### src/rtl/pushbutton_conditioner_pkg.sv
// rtl/pushbutton_conditioner_pkg.sv - shared types and defaults for the push-button conditioner
package pushbutton_conditioner_pkg;

   // Per-channel debounce state: settled low, qualifying high, settled high, qualifying low
   typedef enum logic [1:0] {
      S_LOW,
      S_WAIT_HIGH,
      S_HIGH,
      S_WAIT_LOW
   } debounce_state_t;

   // 10 ms of stable samples at 50 MHz
   localparam int DEFAULT_DEBOUNCE_CYCLES = 500000;

endpackage

### src/rtl/pushbutton_conditioner_if.sv
// rtl/pushbutton_conditioner_if.sv - raw pad inputs and conditioned button outputs
interface pushbutton_conditioner_if #(
   parameter int NUM_BUTTONS = 3
);

   logic [NUM_BUTTONS-1:0] push_button;
   logic [NUM_BUTTONS-1:0] level;
   logic [NUM_BUTTONS-1:0] rise;
   logic [NUM_BUTTONS-1:0] fall;
   logic                   any_level;
   logic                   any_rise;
   logic                   any_fall;

   // Drives the pads and observes the conditioned outputs
   modport master (
      output push_button,
      input  level,
      input  rise,
      input  fall,
      input  any_level,
      input  any_rise,
      input  any_fall
   );

   // The conditioner itself
   modport slave (
      input  push_button,
      output level,
      output rise,
      output fall,
      output any_level,
      output any_rise,
      output any_fall
   );

endinterface

### src/rtl/pushbutton_conditioner_debounce_channel.sv
// rtl/pushbutton_conditioner_debounce_channel.sv - sync, polarity fix and debounce for one button
module pushbutton_conditioner_debounce_channel
   import pushbutton_conditioner_pkg::*;
#(
   parameter int DEBOUNCE_CYCLES = DEFAULT_DEBOUNCE_CYCLES,
   parameter bit ACTIVE_LOW      = 1'b0
) (
   input  logic clk,
   input  logic rst,
   input  logic pad,
   output logic level,
   output logic rise,
   output logic fall,
   output logic level_next
);

   localparam int             CW      = $clog2(DEBOUNCE_CYCLES + 1);
   localparam logic [CW-1:0]  CNT_ONE = CW'(1);
   localparam logic [CW-1:0]  CNT_ACC = CW'(DEBOUNCE_CYCLES - 1);
   // With a single required sample there is nothing to count, so accept straight away
   localparam bit             DIRECT  = (DEBOUNCE_CYCLES == 1);

   logic [1:0]      sync_q;
   logic            s;
   debounce_state_t state_q, state_d;
   logic [CW-1:0]   cnt_q, cnt_d;
   logic            level_q, level_d;
   logic            rise_q, rise_d;
   logic            fall_q, fall_d;

   // Two-flop synchroniser, reset to the idle pad value so reset never looks like a press
   always_ff @(posedge clk or posedge rst) begin
      if (rst) begin
         sync_q <= {2{ACTIVE_LOW}};
      end else begin
         sync_q <= {sync_q[0], pad};
      end
   end

   assign s = sync_q[1] ^ ACTIVE_LOW;

   // Debounce state, counter and registered outputs
   always_ff @(posedge clk or posedge rst) begin
      if (rst) begin
         state_q <= S_LOW;
         cnt_q   <= '0;
         level_q <= 1'b0;
         rise_q  <= 1'b0;
         fall_q  <= 1'b0;
      end else begin
         state_q <= state_d;
         cnt_q   <= cnt_d;
         level_q <= level_d;
         rise_q  <= rise_d;
         fall_q  <= fall_d;
      end
   end

   // Next state: a new level is accepted only after DEBOUNCE_CYCLES consecutive agreeing samples
   always_comb begin
      state_d = state_q;
      cnt_d   = cnt_q;
      level_d = level_q;
      rise_d  = 1'b0;
      fall_d  = 1'b0;
      case (state_q)
         S_LOW: begin
            if (s) begin
               if (DIRECT) begin
                  state_d = S_HIGH;
                  cnt_d   = '0;
                  level_d = 1'b1;
                  rise_d  = 1'b1;
               end else begin
                  state_d = S_WAIT_HIGH;
                  cnt_d   = CNT_ONE;
               end
            end
         end
         S_WAIT_HIGH: begin
            if (!s) begin
               state_d = S_LOW;
               cnt_d   = '0;
            end else if (cnt_q == CNT_ACC) begin
               state_d = S_HIGH;
               cnt_d   = '0;
               level_d = 1'b1;
               rise_d  = 1'b1;
            end else begin
               cnt_d = cnt_q + CNT_ONE;
            end
         end
         S_HIGH: begin
            if (!s) begin
               if (DIRECT) begin
                  state_d = S_LOW;
                  cnt_d   = '0;
                  level_d = 1'b0;
                  fall_d  = 1'b1;
               end else begin
                  state_d = S_WAIT_LOW;
                  cnt_d   = CNT_ONE;
               end
            end
         end
         S_WAIT_LOW: begin
            if (s) begin
               state_d = S_HIGH;
               cnt_d   = '0;
            end else if (cnt_q == CNT_ACC) begin
               state_d = S_LOW;
               cnt_d   = '0;
               level_d = 1'b0;
               fall_d  = 1'b1;
            end else begin
               cnt_d = cnt_q + CNT_ONE;
            end
         end
         default: begin
            state_d = S_LOW;
            cnt_d   = '0;
            level_d = 1'b0;
         end
      endcase
   end

   assign level      = level_q;
   assign rise       = rise_q;
   assign fall       = fall_q;
   assign level_next = level_d;

endmodule

### src/rtl/pushbutton_conditioner.sv
// rtl/pushbutton_conditioner.sv - debounced level/edge outputs and any-button aggregates
module pushbutton_conditioner
   import pushbutton_conditioner_pkg::*;
#(
   parameter int NUM_BUTTONS     = 3,
   parameter int DEBOUNCE_CYCLES = DEFAULT_DEBOUNCE_CYCLES,
   parameter bit ACTIVE_LOW      = 1'b0
) (
   input  logic                   clk,
   input  logic                   rst,
   pushbutton_conditioner_if.slave bus
);

   logic [NUM_BUTTONS-1:0] level;
   logic [NUM_BUTTONS-1:0] rise;
   logic [NUM_BUTTONS-1:0] fall;
   logic [NUM_BUTTONS-1:0] level_next;
   logic                   any_next;
   logic                   any_level_q;
   logic                   any_rise_q;
   logic                   any_fall_q;

   for (genvar i = 0; i < NUM_BUTTONS; i++) begin : g_chan
      pushbutton_conditioner_debounce_channel #(
         .DEBOUNCE_CYCLES (DEBOUNCE_CYCLES),
         .ACTIVE_LOW      (ACTIVE_LOW)
      ) u_chan (
         .clk        (clk),
         .rst        (rst),
         .pad        (bus.push_button[i]),
         .level      (level[i]),
         .rise       (rise[i]),
         .fall       (fall[i]),
         .level_next (level_next[i])
      );
   end

   // Built from next-state levels so the aggregate lands in the same cycle as the per-button level
   assign any_next = |level_next;

   // Any-button level and its edges; a hand-over between buttons keeps any_next high and pulses nothing
   always_ff @(posedge clk or posedge rst) begin
      if (rst) begin
         any_level_q <= 1'b0;
         any_rise_q  <= 1'b0;
         any_fall_q  <= 1'b0;
      end else begin
         any_level_q <= any_next;
         any_rise_q  <= !any_level_q && any_next;
         any_fall_q  <= any_level_q && !any_next;
      end
   end

   assign bus.level     = level;
   assign bus.rise      = rise;
   assign bus.fall      = fall;
   assign bus.any_level = any_level_q;
   assign bus.any_rise  = any_rise_q;
   assign bus.any_fall  = any_fall_q;

endmodule

### src/flat_wrapper.sv
// flat-port wrapper written by rule: the top's interface ports become plain ports
module pushbutton_conditioner_flat import pushbutton_conditioner_pkg::*;
#(
   parameter int NUM_BUTTONS     = 3,
   parameter int DEBOUNCE_CYCLES = DEFAULT_DEBOUNCE_CYCLES,
   parameter bit ACTIVE_LOW      = 1'b0
)
  (clk, rst, bus_push_button, bus_level, bus_rise, bus_fall, bus_any_level, bus_any_rise, bus_any_fall);
  pushbutton_conditioner_if #(.NUM_BUTTONS(NUM_BUTTONS)) bus_i ();
  input  logic clk;
  input  logic rst;
  input wire logic [$bits(bus_i.push_button)-1:0] bus_push_button;
  output wire logic [$bits(bus_i.level)-1:0] bus_level;
  output wire logic [$bits(bus_i.rise)-1:0] bus_rise;
  output wire logic [$bits(bus_i.fall)-1:0] bus_fall;
  output wire logic [$bits(bus_i.any_level)-1:0] bus_any_level;
  output wire logic [$bits(bus_i.any_rise)-1:0] bus_any_rise;
  output wire logic [$bits(bus_i.any_fall)-1:0] bus_any_fall;
  assign bus_i.push_button = bus_push_button;
  assign bus_level = bus_i.level;
  assign bus_rise = bus_i.rise;
  assign bus_fall = bus_i.fall;
  assign bus_any_level = bus_i.any_level;
  assign bus_any_rise = bus_i.any_rise;
  assign bus_any_fall = bus_i.any_fall;
  pushbutton_conditioner #(.NUM_BUTTONS(NUM_BUTTONS), .DEBOUNCE_CYCLES(DEBOUNCE_CYCLES), .ACTIVE_LOW(ACTIVE_LOW)) u_core (.clk(clk), .rst(rst), .bus(bus_i));
endmodule
### config.mk
export PLATFORM = sky130hd
export DESIGN_NAME = pushbutton_conditioner_flat
export DESIGN_NICKNAME = d
export VERILOG_FILES = /design/src/rtl/pushbutton_conditioner_pkg.sv /design/src/rtl/pushbutton_conditioner_if.sv /design/src/rtl/pushbutton_conditioner_debounce_channel.sv /design/src/rtl/pushbutton_conditioner.sv /design/src/flat_wrapper.sv
export SDC_FILE = /design/constraint.sdc
export NUM_CORES = 1
export LEC_CHECK = 0
export BUFFER_PORTS_ARGS = -buffer_cell sky130_fd_sc_hd__buf_2
export CORE_ASPECT_RATIO = 0.75
export CORE_MARGIN = 4
export CORE_UTILIZATION = 55
export CTS_BUF_LIST = sky130_fd_sc_hd__clkbuf_8 sky130_fd_sc_hd__clkbuf_16
export CTS_CLUSTER_DIAMETER = 200
export DETAILED_ROUTE_END_ITERATION = 8
export GPL_TIMING_DRIVEN = 0
export HOLD_SLACK_MARGIN = 0.03
export PLACE_DENSITY = 0.75
export SLEW_MARGIN = 30
export SYNTH_ARGS = -nofsm -noshare
export SYNTH_HDL_FRONTEND = slang
export SYNTH_SLANG_ARGS = --single-unit
export TNS_END_PERCENT = 50
### constraint.sdc
create_clock -name clk -period 2.4 [get_ports clk]
set_input_delay 0.24 -clock clk [delete_from_list [all_inputs] [get_ports clk]]
set_output_delay 0.24 -clock clk [all_outputs]
set_load 0.005 [all_outputs]
# [Word level (Yosys, flattened, before mapping)]
# Index checks and enable logic that the tools add are counted.
[word_totals] mem_count=0 mem_bits_rw=0 romBits=0 latch_bits=0 ff_bits=81 output_inout_bits=12
[classes] bitwise=0 n_reduce_logical=14 order_cmp=0 multipliers=0 div_mod_pow=0 n_eq_ne=24 n_addsub=3 shifts=0 muxes=69
[op_table] op="two-way mux 19 bit" count=15
[op_table] op="case mux 19 bit (4 select lines)" count=3
[op_table] op="adder 19 x 1 -> 19 bit (second input constant)" count=3
[op_table] op="equality test 19 bit (second input constant)" count=3
[op_table] op="two-way mux 2 bit" count=18
[op_table] op="two-way mux 1 bit" count=27
[op_table] op="case mux 2 bit (4 select lines)" count=3
[op_table] op="!= test 3 bit (second input constant)" count=6
[op_table] op="equality test 2 bit (second input constant)" count=6
[op_table] op="!= test 2 bit (second input constant)" count=6
[op_table] op="AND reduction 4 bit" count=3
[op_table] op="equality test 2 x 1 -> 1 bit (second input constant)" count=3
[op_table] op="zero test 2 bit" count=3
[op_table] op="case mux 1 bit (2 select lines)" count=3
[op_table] op="AND reduction 2 bit" count=3
[op_table] op="OR reduction 3 bit" count=1
[op_table] op="logical AND 1 bit" count=2
[op_table] op="zero test 1 bit" count=2

# [Longest topological paths before layout]
[depth] depth_word=7 depth_mapped=8 mapped_depth_nobuf=6

# [By module]
# Synthesis repeated with hierarchy kept, for this count alone.
[unflattened] hier_cells=480 hier_area_um2=4451.8
[by_module_without_submodules] module="pushbutton_conditioner_debounce_channel at u_core.g_chan[1].u_chan" area_per_inst_um2=1502.7 cells_each=164 n_inst=1 seq_area_each_um2=650.6
[by_module_without_submodules] module="pushbutton_conditioner_debounce_channel at u_core.g_chan[0].u_chan" area_per_inst_um2=1492.7 cells_each=162 n_inst=1 seq_area_each_um2=650.6
[by_module_without_submodules] module="pushbutton_conditioner_debounce_channel at u_core.g_chan[2].u_chan" area_per_inst_um2=1353.8 cells_each=146 n_inst=1 seq_area_each_um2=650.6
[by_module_without_submodules] module="pushbutton_conditioner" area_per_inst_um2=102.6 cells_each=8 n_inst=1 seq_area_each_um2=75.1

# [Worst setup path before layout]
# OpenSTA, ideal clock, no wires.
[synth_timing] kind="register -> register" from="reg u_core.g_chan[2].u_chan.cnt_q[7]" to="reg u_core.any_fall_q, in the netlist u_core.bus.any_fall" setup_ns=0.068 period_less_slack_ns=2.287 path_buffers=0 stages_incl_launch_ff=6 arrival_ns=2.219 setup_slack_ns=0.113 path_cell_list="dfrtp_1 -> or4b_1 -> or4_1 -> or2_4 -> a211oi_2 -> and4_1"
[synth_via] elab_chain_cells=7
[synth_lines] element="start, declared" line_no="pushbutton_conditioner_debounce_channel.sv:26" source="logic [CW-1:0] cnt_q, cnt_d;"
[synth_lines] element="start signal, assigned" line_no="pushbutton_conditioner_debounce_channel.sv:52" source="cnt_q <= cnt_d;"
[synth_lines] element="equality test 19 bit *" line_no="pushbutton_conditioner_debounce_channel.sv:84, pushbutton_conditioner_debounce_channel.sv:110"
[synth_lines] element="two-way mux 1 bit (on tied branches)" line_no="pushbutton_conditioner_debounce_channel.sv:110, pushbutton_conditioner_debounce_channel.sv:84"
[synth_lines] element="two-way mux 1 bit (on tied branches)" line_no="pushbutton_conditioner_debounce_channel.sv:107, pushbutton_conditioner_debounce_channel.sv:81"
[synth_lines] element="case mux 1 bit (2 select lines) *" line_no="pushbutton_conditioner_debounce_channel.sv:66" source="case (state_q)"
[synth_lines] element="OR reduction 3 bit *" line_no="pushbutton_conditioner.sv:39" source="assign any_next = |level_next;"
[synth_lines] element="zero test 1 bit *" line_no="pushbutton_conditioner.sv:50" source="any_fall_q <= any_level_q && !any_next;"
[synth_lines] element="logical AND 1 bit *" line_no="pushbutton_conditioner.sv:50"
[synth_lines] element="end signal, assigned" line_no="pushbutton_conditioner.sv:50"
[synth_lines] element="end, declared" line_no="pushbutton_conditioner.sv:21" source="logic any_fall_q;"
# Every way passes the cells marked *; elsewhere a longest branch is shown, timed or not.
# A chain may end at the register's enable or synchronous reset.

# [Worst setup path after layout]
[layout_timing] from="reg u_core.g_chan[0].u_chan.cnt_q[0]" to="reg u_core.g_chan[0].u_chan.cnt_q[16]"
[layout_via] elab_chain_cells=4
[layout_lines] element="start, declared" line_no="pushbutton_conditioner_debounce_channel.sv:26"
[layout_lines] element="start signal, assigned" line_no="pushbutton_conditioner_debounce_channel.sv:52"
[layout_lines] element="adder 19 x 1 -> 19 bit or equality test 19 bit (tied branches)"
[layout_lines] element="two-way mux 19 bit *" line_no="pushbutton_conditioner_debounce_channel.sv:84, pushbutton_conditioner_debounce_channel.sv:110"
[layout_lines] element="two-way mux 19 bit (on tied branches)" line_no="pushbutton_conditioner_debounce_channel.sv:107, pushbutton_conditioner_debounce_channel.sv:81"
[layout_lines] element="case mux 19 bit (4 select lines) *" line_no="pushbutton_conditioner_debounce_channel.sv:66"
# Marks and branches as above.

==> Flow_metrics.wiki <==
{| class="wikitable"
! Metric !! Value
|-
| Required time reported for the critical path endpoint || 2.66 ns
|-
| Outcome || finished clean
|-
| Cell row count || 27
|-
| Setup CP Type || flip-flop to flip-flop
|-
| Number of vias in the routed layout || 3,436
|-
| First-pass DRT Iterations || 5
|-
| Distinct cells, synth || 50
|-
| Hold WS || 0.354 ns
|-
| Cells after Synth || 442
|-
| DRT antenna net count || 0
|-
| # clock sinks || 81
|-
| Leakage dissipation || 0.00205 uW
|-
| Number of antenna diodes || 0
|-
| Setup Viol. Count Final || 0
|-
| Skew final || 0.0105 ns
|-
| Max Fanout on Critical Path || 10
|-
| Number of top-level pins || 17
|-
| Synth-to-layout area growth || 15.5%
|-
| Remaining design rule violation count || 0
|-
| CTS Root Buffer Type || sky130_fd_sc_hd__clkbuf_8
|-
| Vias per Instance || 5.84
|-
| Number of antenna violations at the first check in global routing || 0
|-
| Synth top area cells || sky130_fd_sc_hd__dfrtp_1 (49%), sky130_fd_sc_hd__nand3_1 (4.3%), sky130_fd_sc_hd__nand2_1 (3.8%), sky130_fd_sc_hd__o21ai_0 (3.5%), sky130_fd_sc_hd__nor2_1 (3.1%)
|-
| Routability-driven placement congestion ratio || 0.873
|-
| GRT Residual Overflow || 0
|-
| Sequential fraction of the synthesis area || 48.8%
|-
| Total wire length after detailed routing || 8.79 mm
|-
| CP Capture Type || flip-flop
|-
| Min cycle time layout || 2.36 ns
|-
| Max Buffers Root-to-Sink || 2
|-
| Clock transition at path regs || 0.09 ns
|-
| Number of max-cap violations || 0
|-
| Initial Utilization || 56.7%
|-
| Total count of hold-check failures in the final report || 0
|-
| Routed wire length per instance || 14.9 um
|-
| Total power draw || 2830 uW
|-
| Maximum vdd drop || 0.581 mV
|-
| Number of port buffers || 16
|-
| Share of final-layout standard cells stronger than drive strength 1 || 16.0%
|-
| Netlist Area Pre-Place || 4160 um2
|-
| Register bit total from synthesis || 81
|-
| TritonCTS buffer count || 9
|-
| Worst rel slew slack || 50.4%
|-
| Aggregate global-route resource usage || 20.8%
|-
| Count of pins over their slew limit || 0
|-
| Global-route wire length before repair || 15.2 mm
|-
| Setup TNS || 0 ns
|-
| Ys async rst share || 100%
|-
| Filler cell count in the final layout || 565
|-
| Synth top area share || 48.8%
|-
| Post-synthesis net count || 450
|-
| Post-route clock period utilization || 98.2%
|-
| Vias in the first global route || 3,287
|-
| Dominant synthesized flop cell || sky130_fd_sc_hd__dfrtp_1
|-
| EDFF count, synth || 0
|-
| Synth warnings || 0
|-
| Average cell area after synthesis || 9.41 um2
|-
| Worst min-delay path category || flip-flop to flip-flop
|-
| X dimension of the die || 108 um
|-
| Largest net degree at the start of global routing || 64
|-
| CP Data Arrival Time || 2.62 ns
|-
| Hpwl dp || 5.93 mm
|-
| RSZ-0062 raised after global routing || true
|-
| TritonCTS clock tree || done
|-
| Commonest cells post-synth || sky130_fd_sc_hd__dfrtp_1 (81), sky130_fd_sc_hd__nand2_1 (42), sky130_fd_sc_hd__nand3_1 (36), sky130_fd_sc_hd__nor2_1 (34), sky130_fd_sc_hd__o21ai_0 (29)
|-
| Most frequently used cell type in the post-synthesis netlist || sky130_fd_sc_hd__dfrtp_1
|-
| Insertion delay to the later sink of the worst-skew pair || 0.35 ns
|-
| Clock H-tree levels || 3
|-
| Detailed Route Iter0 Violations || 196
|-
| Reg-to-reg slack, setup || 0.04 ns
|-
| Vertical die dimension || 83.3 um
|-
| Cell type with the highest aggregate area in the netlist || sky130_fd_sc_hd__dfrtp_1
|-
| Number of nets in the finished design || 490
|-
| Final core utilization || 65.5%
|-
| Placeable Area || 7330 um2
|-
| Die area || 9030 um2
|-
| Tightest Pin Transition || 0.738 ns
|-
| Ratio of total power to cell area || 589 nW/um2
|-
| Element type at the critical path start || flip-flop
|-
| Maximum frequency from static timing analysis || 424 MHz
|}
-- area by class of cell --
cell class	count	area (um2)	share of cell area [%]
Timing Repair Buffer	29	208	4.33
Clock inverter	5	62.6	1.30
Tap cell	101	126	2.63
Buffer	22	120	2.50
Clock buffer	11	151	3.15
Inverter	20	80.1	1.67
Sequential cell	81	2030	42.3
Multi-Input combinational cell	319	2020	42.2
-- flip-flops by register name (all words and copies together) (netlist names), named ones only --
signal,count
u_core.g_chan.u_chan.fall,3
u_core.g_chan.u_chan.cnt_q,57
u_core.g_chan.u_chan.level,3
u_core.bus.any_level,1
u_core.g_chan.u_chan.state_q,3
u_core.g_chan.u_chan.sync_q,6
u_core.bus.any_fall,1
u_core.bus.any_rise,1
u_core.g_chan.u_chan.rise,3
-- critical path, stage by stage, from the launching register on --
cell	delay [ns]
sky130_fd_sc_hd__dfrtp_1	0.42
sky130_fd_sc_hd__ha_1	0.27
sky130_fd_sc_hd__and4_1	0.25
sky130_fd_sc_hd__and3_1	0.19
sky130_fd_sc_hd__a21oi_2	0.41
sky130_fd_sc_hd__clkbuf_1	0.42
sky130_fd_sc_hd__nand3_1	0.12
sky130_fd_sc_hd__mux2i_1	0.18
-- where the power goes --
group | total [uW] | switching [uW] | leakage (uW) | internal [uW]
logic | 336 | 220 | 0.000855 | 116
clock network | 1040 | 499 | 0.000102 | 543
registers | 1450 | 41.0 | 0.00110 | 1410
-- worst paths after layout --
| kind | start | end | cells past startpoint |
|---|---|---|---|
| max | u_core.g_chan[0].u_chan.cnt_q[0]$_DFFE_PP0P_ | u_core.g_chan[0].u_chan.cnt_q[16]$_DFFE_PP0P_ | 7 |
| min | u_core.g_chan[2].u_chan.sync_q[0]$_DFF_PP0_ | u_core.g_chan[2].u_chan.sync_q[1]$_DFF_PP0_ | 0 |
| min reg2reg | u_core.g_chan[2].u_chan.sync_q[0]$_DFF_PP0_ | u_core.g_chan[2].u_chan.sync_q[1]$_DFF_PP0_ | 0 |
| max in group asynchronous | rst | u_core.g_chan[1].u_chan.cnt_q[12]$_DFFE_PP0P_ | 4 |
| min in group asynchronous | rst | u_core.g_chan[2].u_chan.cnt_q[2]$_DFFE_PP0P_ | 3 |
| max reg2reg | u_core.g_chan[0].u_chan.cnt_q[0]$_DFFE_PP0P_ | u_core.g_chan[0].u_chan.cnt_q[16]$_DFFE_PP0P_ | 7 |
-- cells by family after synthesis --
logic type                 after synthesis  share of synthesized area, %
adders and majority gates                3                         0.903
muxes                                   13                          3.25
and+or+nand+nor                        190                          24.0
buffers and inverters                   42                          4.66
xor gates and xnor gates                17                          3.58
DFF                                     81                          48.8
AOI/OAI and AO/OA                       96                          14.9
-- layer usage --
metal | routed length (um) | track usage, %
met5 | 0 | 0
met4 | 126 | 7.57
met3 | 402 | 5.75
met2 | 4000 | 29.8
met1 | 4260 | 30.3
-- stage by stage --
step / instances / setup WS, ns / area, um2
after floorplan: 442 / 0.0799 / 4160
final: 588 / 0.0429 / 4800
after global routing: 588 / -0.107 / 4800
after detailed placement: 560 / -0.170 / 4400
after CTS: 582 / 0.00703 / 4700
after global placement: 559 / -0.836 / 4360
-- cell usage in the layout (no fill, tap or decap), drive strengths merged, types with 12 or more instances in the layout --
cell | Yosys | final
a21oi | 23 | 23
a22o | 13 | 13
buf | 11 | 36
clkbuf | 11 | 22
dfrtp | 81 | 81
inv | 20 | 21
nand2 | 42 | 42
nand3 | 36 | 36
nor2 | 34 | 34
nor3 | 12 | 12
nor4 | 13 | 13
o21ai | 29 | 29
xnor2 | 12 | 12
-- what timing repair did --
action                                  in CTS  in global routing
gates resized for setup                      8                 12
hold buffers                                 4                  0
endpoints found under the setup margin      30                 41
endpoints found under the hold margin       21                  0
pin swaps                                    1                  3
setup buffers                                2                  6
(Power assumes the default switching activity.)
